$ cat config.mk
export PLATFORM = sky130hd
export DESIGN_NAME = alu_multicycle
export DESIGN_NICKNAME = d
export VERILOG_FILES = /design/src/rtl/alu_pkg.sv /design/src/rtl/alu_mul_seq.sv /design/src/rtl/alu_multicycle.sv
export SDC_FILE = /design/constraint.sdc
export NUM_CORES = 1
export LEC_CHECK = 0
export BUFFER_PORTS_ARGS = -buffer_cell sky130_fd_sc_hd__buf_2
export CAP_MARGIN = 20
export CELL_PAD_IN_SITES_DETAIL_PLACEMENT = 1
export CELL_PAD_IN_SITES_GLOBAL_PLACEMENT = 2
export CORE_ASPECT_RATIO = 1.5
export CORE_MARGIN = 8
export CORE_UTILIZATION = 25
export DETAILED_ROUTE_END_ITERATION = 10
export PLACE_DENSITY_LB_ADDON = 0.1
export SYNTH_ARGS = -nofsm -noshare
export SYNTH_HDL_FRONTEND = slang
export SYNTH_HIERARCHICAL = 1
export SYNTH_SLANG_ARGS = --single-unit
$ cat constraint.sdc
create_clock -name clk -period 3.8 [get_ports clk]
set_input_delay 1.14 -clock clk [delete_from_list [all_inputs] [get_ports clk]]
set_output_delay 1.14 -clock clk [all_outputs]
set_load 0.02 [all_outputs]
$ cat src/rtl/alu_pkg.sv
// alu_pkg: opcodes and FSM state encoding shared by the multicycle ALU.
package alu_pkg;

    localparam logic [2:0] OP_AND  = 3'b000;
    localparam logic [2:0] OP_OR   = 3'b001;
    localparam logic [2:0] OP_XOR  = 3'b010;
    localparam logic [2:0] OP_SLTU = 3'b011;
    localparam logic [2:0] OP_ADD  = 3'b100;
    localparam logic [2:0] OP_SUB  = 3'b101;
    localparam logic [2:0] OP_SLT  = 3'b110;
    localparam logic [2:0] OP_MUL  = 3'b111;

    typedef enum logic {
        ST_IDLE,
        ST_MUL_BUSY
    } state_t;

endpackage

$ cat src/rtl/alu_mul_seq.sv
// alu_mul_seq: shift-add multiplier, one multiplier bit per cycle, LSB first.
module alu_mul_seq
    import alu_pkg::*;
#(
    parameter int WIDTH = 16,
    parameter int CNT_W = $clog2(WIDTH)
) (
    input  logic             clk,
    input  logic             rst,
    input  logic             start,
    input  logic             run,
    input  logic [WIDTH-1:0] a,
    input  logic [WIDTH-1:0] b,
    output logic             done,
    output logic [WIDTH-1:0] product
);

    localparam logic [CNT_W-1:0] LAST = CNT_W'(WIDTH - 1);

    logic [CNT_W-1:0] cnt;
    logic [WIDTH-1:0] acc;
    logic [WIDTH-1:0] mcand;
    logic [WIDTH-1:0] mplier;
    logic [WIDTH-1:0] partial;

    // the last bit is folded in combinationally so the product is ready on the done cycle
    assign partial = mplier[0] ? mcand : '0;
    assign product = acc + partial;
    assign done    = run && (cnt == LAST);

    always_ff @(posedge clk or posedge rst) begin
        if (rst) begin
            cnt    <= '0;
            acc    <= '0;
            mcand  <= '0;
            mplier <= '0;
        end else if (start) begin
            cnt    <= '0;
            acc    <= '0;
            mcand  <= a;
            mplier <= b;
        end else if (run && !done) begin
            cnt    <= cnt + 1'b1;
            acc    <= product;
            mcand  <= mcand << 1;
            mplier <= mplier >> 1;
        end
    end

endmodule

$ cat src/rtl/alu_multicycle.sv
// alu_multicycle: registered ALU with valid/ready handshake and sequential multiply.
module alu_multicycle
    import alu_pkg::*;
#(
    parameter int WIDTH = 16,
    parameter int CNT_W = $clog2(WIDTH)
) (
    input  logic             clk,
    input  logic             rst,
    input  logic             in_valid,
    output logic             in_ready,
    input  logic [WIDTH-1:0] a,
    input  logic [WIDTH-1:0] b,
    input  logic             cin,
    input  logic [2:0]       op,
    output logic             out_valid,
    input  logic             out_ready,
    output logic [WIDTH-1:0] result,
    output logic             cout,
    output logic             zero,
    output logic             neg,
    output logic             ovf,
    output logic             less,
    output logic             busy
);

    localparam int M = WIDTH - 1;

    state_t           state;
    state_t           state_nx;
    logic             can_load;
    logic             accept;
    logic             is_mul;
    logic             mul_done;
    logic             ld_alu;
    logic             ld_mul;
    logic             ld;
    logic [WIDTH-1:0] mul_prod;
    logic [WIDTH-1:0] alu_res;
    logic [WIDTH-1:0] res_nx;
    logic [WIDTH:0]   sum;
    logic [WIDTH:0]   diff;
    logic             add_ovf;
    logic             sub_ovf;
    logic             slt;
    logic             ltu;
    logic             is_cmp;
    logic             alu_cout;
    logic             alu_ovf;
    logic             alu_less;

    assign busy     = (state == ST_MUL_BUSY);
    assign can_load = !out_valid || out_ready;
    assign in_ready = (state == ST_IDLE) && can_load;
    assign accept   = in_valid && in_ready;
    assign is_mul   = (op == OP_MUL);
    assign ld_alu   = accept && !is_mul;
    assign ld_mul   = busy && mul_done && can_load;
    assign ld       = ld_alu || ld_mul;

    assign sum     = {1'b0, a} + {1'b0, b} + {{WIDTH{1'b0}}, cin};
    assign diff    = {1'b0, a} + {1'b0, ~b} + {{WIDTH{1'b0}}, 1'b1};
    assign add_ovf = (a[M] == b[M]) && (sum[M] != a[M]);
    assign sub_ovf = (a[M] != b[M]) && (diff[M] != a[M]);
    assign slt     = diff[M] ^ sub_ovf;
    assign ltu     = ~diff[WIDTH];
    assign is_cmp  = (op == OP_SUB) || (op == OP_SLT) || (op == OP_SLTU);

    always_comb begin
        alu_res  = op == OP_AND  ? a & b :
                   op == OP_OR   ? a | b :
                   op == OP_XOR  ? a ^ b :
                   op == OP_ADD  ? sum[M:0] :
                   op == OP_SUB  ? diff[M:0] :
                   op == OP_SLT  ? {{M{1'b0}}, slt} :
                   op == OP_SLTU ? {{M{1'b0}}, ltu} : '0;
        alu_cout = op == OP_ADD ? sum[WIDTH] : is_cmp ? diff[WIDTH] : 1'b0;
        alu_ovf  = op == OP_ADD ? add_ovf : op == OP_SUB ? sub_ovf : 1'b0;
        alu_less = (op == OP_SUB || op == OP_SLT) ? slt : op == OP_SLTU ? ltu : 1'b0;
        res_nx   = ld_mul ? mul_prod : alu_res;
    end

    always_ff @(posedge clk or posedge rst) begin
        if (rst) state <= ST_IDLE;
        else     state <= state_nx;
    end

    always_comb begin
        state_nx = state;
        state_nx = (state == ST_IDLE && accept && is_mul) ? ST_MUL_BUSY :
                   (state == ST_MUL_BUSY && ld_mul)       ? ST_IDLE : state_nx;
    end

    // a load on the same edge as a drain keeps out_valid high
    always_ff @(posedge clk or posedge rst) begin
        if (rst) begin
            out_valid <= 1'b0;
            result    <= '0;
            cout      <= 1'b0;
            zero      <= 1'b0;
            neg       <= 1'b0;
            ovf       <= 1'b0;
            less      <= 1'b0;
        end else begin
            out_valid <= ld || (out_valid && !out_ready);
            if (ld) begin
                result <= res_nx;
                zero   <= (res_nx == '0);
                neg    <= res_nx[M];
                cout   <= ld_mul ? 1'b0 : alu_cout;
                ovf    <= ld_mul ? 1'b0 : alu_ovf;
                less   <= ld_mul ? 1'b0 : alu_less;
            end
        end
    end

    alu_mul_seq #(
        .WIDTH(WIDTH),
        .CNT_W(CNT_W)
    ) u_mul (
        .clk    (clk),
        .rst    (rst),
        .start  (accept && is_mul),
        .run    (busy),
        .a      (a),
        .b      (b),
        .done   (mul_done),
        .product(mul_prod)
    );

endmodule

==> flow_summary.yaml <==
synth:
  synth.avg_cell_area_sq_um: 8.02
  ys_seq_area_share_pct: 26.7
  synth_edf_count: 0
  synth_nets: 973
  synth_area_sq_um: 6920
  async_reset_ff_share_pct: 100
  ys.flop_type: "dfrtp_1"
  syn_inst: 863
  yosys.cell_types.count: 85
  synth_warnings: 6
  synth-seq-cells: 74
critical_path:
  crit_path_end_kind: "flip-flop"
  crit_arrival_ps: 4310
  startpoint_type: "input port"
  crit_path_max_fanout: 3
  crit_required_ps: 4090
  path_class: "in -> reg"
timing:
  finClkSkew_ps: 8.70
  setup_violations: 3
  finalHoldViolations: 0
  maxSlewViolCount: 0
  fin_crit_ps: 4020
  whs_ps: 473
  worst_slack_ps: -218
  slew-limit-headroom_pct: 39.2
  fin_crit_sh_pct: 106
  fmax_ghz: 0.249
  max_slew.worst_pin.slew_ps: 910
  rsz0062_at_grt: "yes"
die:
  die_height_um: 220
  start_util_pct: 25.4
  die_w_um: 152
  num_rows: 74
  boundaryPins: 64
  dieArea_sq_um: 33400
  core_area_sq_um: 27200
clocking:
  clock_sinks: 74
  clkTransAtPathRegs_ps: 60
  clock_latency_ps: 350
  cts_root_buffer: "clkbuf_16"
  cts_tree: "built"
  cts.path.max_buffers: 2
  cts_buffers: 9
  hold_buffers: 0
  h-tree-depth: 3
route:
  routed_via_density: 5.07
  dr.pass1.iters: 4
  route.vias.total: 6966
  drt_iter0_markers: 291
  drc: 0
  wl_mm: 29.5
  postRouteAntennaNets: 0
  post_drt_wl_per_cell_um: 21.5
power:
  p_sw_uw: 2220
  power_density_nw_per_um2: 526
  clock_power_share_pct: 17.3
  p_leak_uw: 0.00433
  seqPwrFrac_pct: 28.6
  p_int_uw: 2650
  p_sw_share_pct: 45.5
  fin_total_pwr_uw: 4870
  combPwrFrac_pct: 54.1
  ir_drop_v: 0.000353
status:
  status: "finished with violations"
  violations: "setup timing"
global_routing:
  grt_pass1_wl_mm: 45.8
  grt_util_all_layers_pct: 17.5
  first_global_vias: 7783
  overflow: 0
  antenna_found_initial: 0
  grt_max_degree: 77
placed_design:
  dpl.cell_count: 1348
  place_area_sq_um: 8580
  routabilityCongestion: 0.849
  io_buffers: 63
  pre_cts_slack_ps: -791
  dp_hpwl_mm: 24.1
cells_and_area:
  areaGrowthSynthToFinish_pct: 33.7
  fill_cells: 3292
  n_antenna_cell: 0
  stdcell_area_sq_um: 9260
  final_cell_count_no_fill: 1373
  nNetsFinal: 1136
  drive_gt1_share_pct: 29.3
min_path:
  hold_path.class: "reg -> reg"
job:
  maxCapViolCount: 0
-- critical path, stage by stage --
cell and delay [ps]:
buf_8 100, fa_2 410, fa_2 350, a211o_1 310, a221oi_4 270, buf_4 140, buf_4 90, xnor2_1 50
nand3_1 80, a21o_1 160, a31oi_1 90, buf_4 160, nor4b_4 240, buf_4 150, o21ai_0 90, nor4_2 280
a32o_2 190
-- metrics by stage --
stage                     setup TNS (ps)  util [%]
after floorplan                     -700         -
after global placement             -5280      31.5
after detailed placement           -5720      31.5
after CTS                           -316      33.5
after global routing                -903      34.0
final                               -469      34.0
-- sequential cells by signal (all words and copies together) (netlist names) --
name	flops
u_mul/mplier	16
out_valid	1
u_mul/cnt	4
u_mul/mcand	16
zero	1
ovf	1
cout	1
u_mul/acc	16
result	16
busy	1
less	1
-- metal layers --
layer  track usage (%)  part of all wire (%)  vias to the layer above
met1              19.2                    41                     3499
li1                  -                     -                     3368
met3              1.66                   1.6                       30
met2              34.2                    55                       69
met4              6.22                   2.4                        0
met5                 0                     0                        -
-- power by group through the flow --
stage | sequential, uW | clock [uW] | combinational [uW]
after floorplan | 1410 | 0 | 1560
after global placement | 1400 | 0 | 2500
after detailed placement | 1410 | 0 | 2570
after CTS | 1400 | 876 | 2630
after global routing | 1430 | 894 | 2890
final | 1390 | 842 | 2640
-- cells by family (layout without fill, tap and decap cells) --
group                      after synthesis  after routing  synth area share [%]
AOI/OAI and AO/OA                      250            250                  23.9
xor gates and xnor gates                31             31                  3.92
adders and majority gates               71             71                  13.3
buffers and inverters                  106            274                  6.29
DFF                                     74             74                  26.7
muxes                                   37             37                  5.40
and+or+nand+nor                        294            294                  20.4
-- cell usage after synthesis, drive strengths merged (4+ instances only) --
library cell / n / area share, %
a32o: 5 / 0.74
nand3: 26 / 1.9
o221ai: 4 / 0.51
a22oi: 7 / 0.76
buf: 21 / 1.7
a221oi: 5 / 1.2
o21bai: 5 / 0.54
a31oi: 8 / 0.72
nor2: 46 / 2.5
a211oi: 5 / 0.69
nor3: 18 / 1.4
xor2: 8 / 1.0
and2: 21 / 1.9
o31ai: 6 / 0.65
inv: 50 / 2.7
o21ai: 72 / 5.2
nor2b: 7 / 0.74
and3: 9 / 0.83
o311ai: 4 / 0.76
nand2b: 6 / 0.58
a211o: 4 / 0.51
or3: 7 / 0.65
o211ai: 9 / 1.1
a21o: 15 / 1.6
ha: 65 / 12
a21oi: 73 / 5.3
nand2: 130 / 7.1
mux2i: 34 / 4.9
nand4: 5 / 0.45
xnor2: 23 / 2.9
o22ai: 4 / 0.36
clkbuf: 34 / 1.8
dfrtp: 74 / 27
fa: 5 / 1.4
-- what timing repair did --
action	4_1_cts	5_1_grt
setup endpoints to repair	8	7
pin swaps	30	15
buffers inserted	6	3
resized for setup	56	25
cloned	0	0
-- final timing paths --
| path | from | to | slack [ps] | cells after the start |
|---|---|---|---|---|
| hold / removal | result[3]$_DFFE_PP0P_ | result[3]$_DFFE_PP0P_ | 470 | 2 |
| min in group asynchronous | rst | u_mul/acc[0]$_DFFE_PP0P_ | 680 | 2 |
| setup / recovery | a[0] | zero$_DFFE_PP0P_ | -220 | 17 |
| max in group asynchronous | rst | result[15]$_DFFE_PP0P_ | 2240 | 2 |
| setup reg to reg | u_mul/mplier[0]$_DFFE_PP0P_ | zero$_DFFE_PP0P_ | 290 | 14 |
| hold reg to reg | result[3]$_DFFE_PP0P_ | result[3]$_DFFE_PP0P_ | 470 | 2 |
-- area by class of cell --
type                            count  area [sq um]  share of cell area (%)
Clock buffer                       12           246                    2.66
Tap cell                          342           428                    4.62
Inverter                           51           216                    2.34
Timing Repair Buffer              207          1530                    16.5
Clock inverter                      4          26.3                   0.284
Multi-Input combinational cell    683          4960                    53.6
Sequential cell                    74          1850                    20.0
-- placed cells by master, fill, tap and decap left out, types with 4 or more instances in the layout --
cell       instances
buf_4            136
nand2_1          128
dfrtp_1           74
a21oi_1           67
o21ai_0           63
buf_2             55
ha_1              54
nor2_1            43
inv_1             38
mux2i_1           34
nand3_1           26
xnor2_1           23
and2_1            20
nor3_1            16
a21o_1            15
clkbuf_16          9
xor2_1             8
ha_4               8
buf_6              8
and3_1             7
o211ai_1           7
a22oi_1            7
o21ai_1            7
inv_2              7
a31oi_1            6
o31ai_1            6
or3_1              6
nand2b_1           5
a21oi_2            5
nand4_1            5
buf_12             5
nor2b_1            4
o21bai_1           4
o22ai_1            4
a32o_1             4
Note: power is estimated with default switching activity, not from simulation.
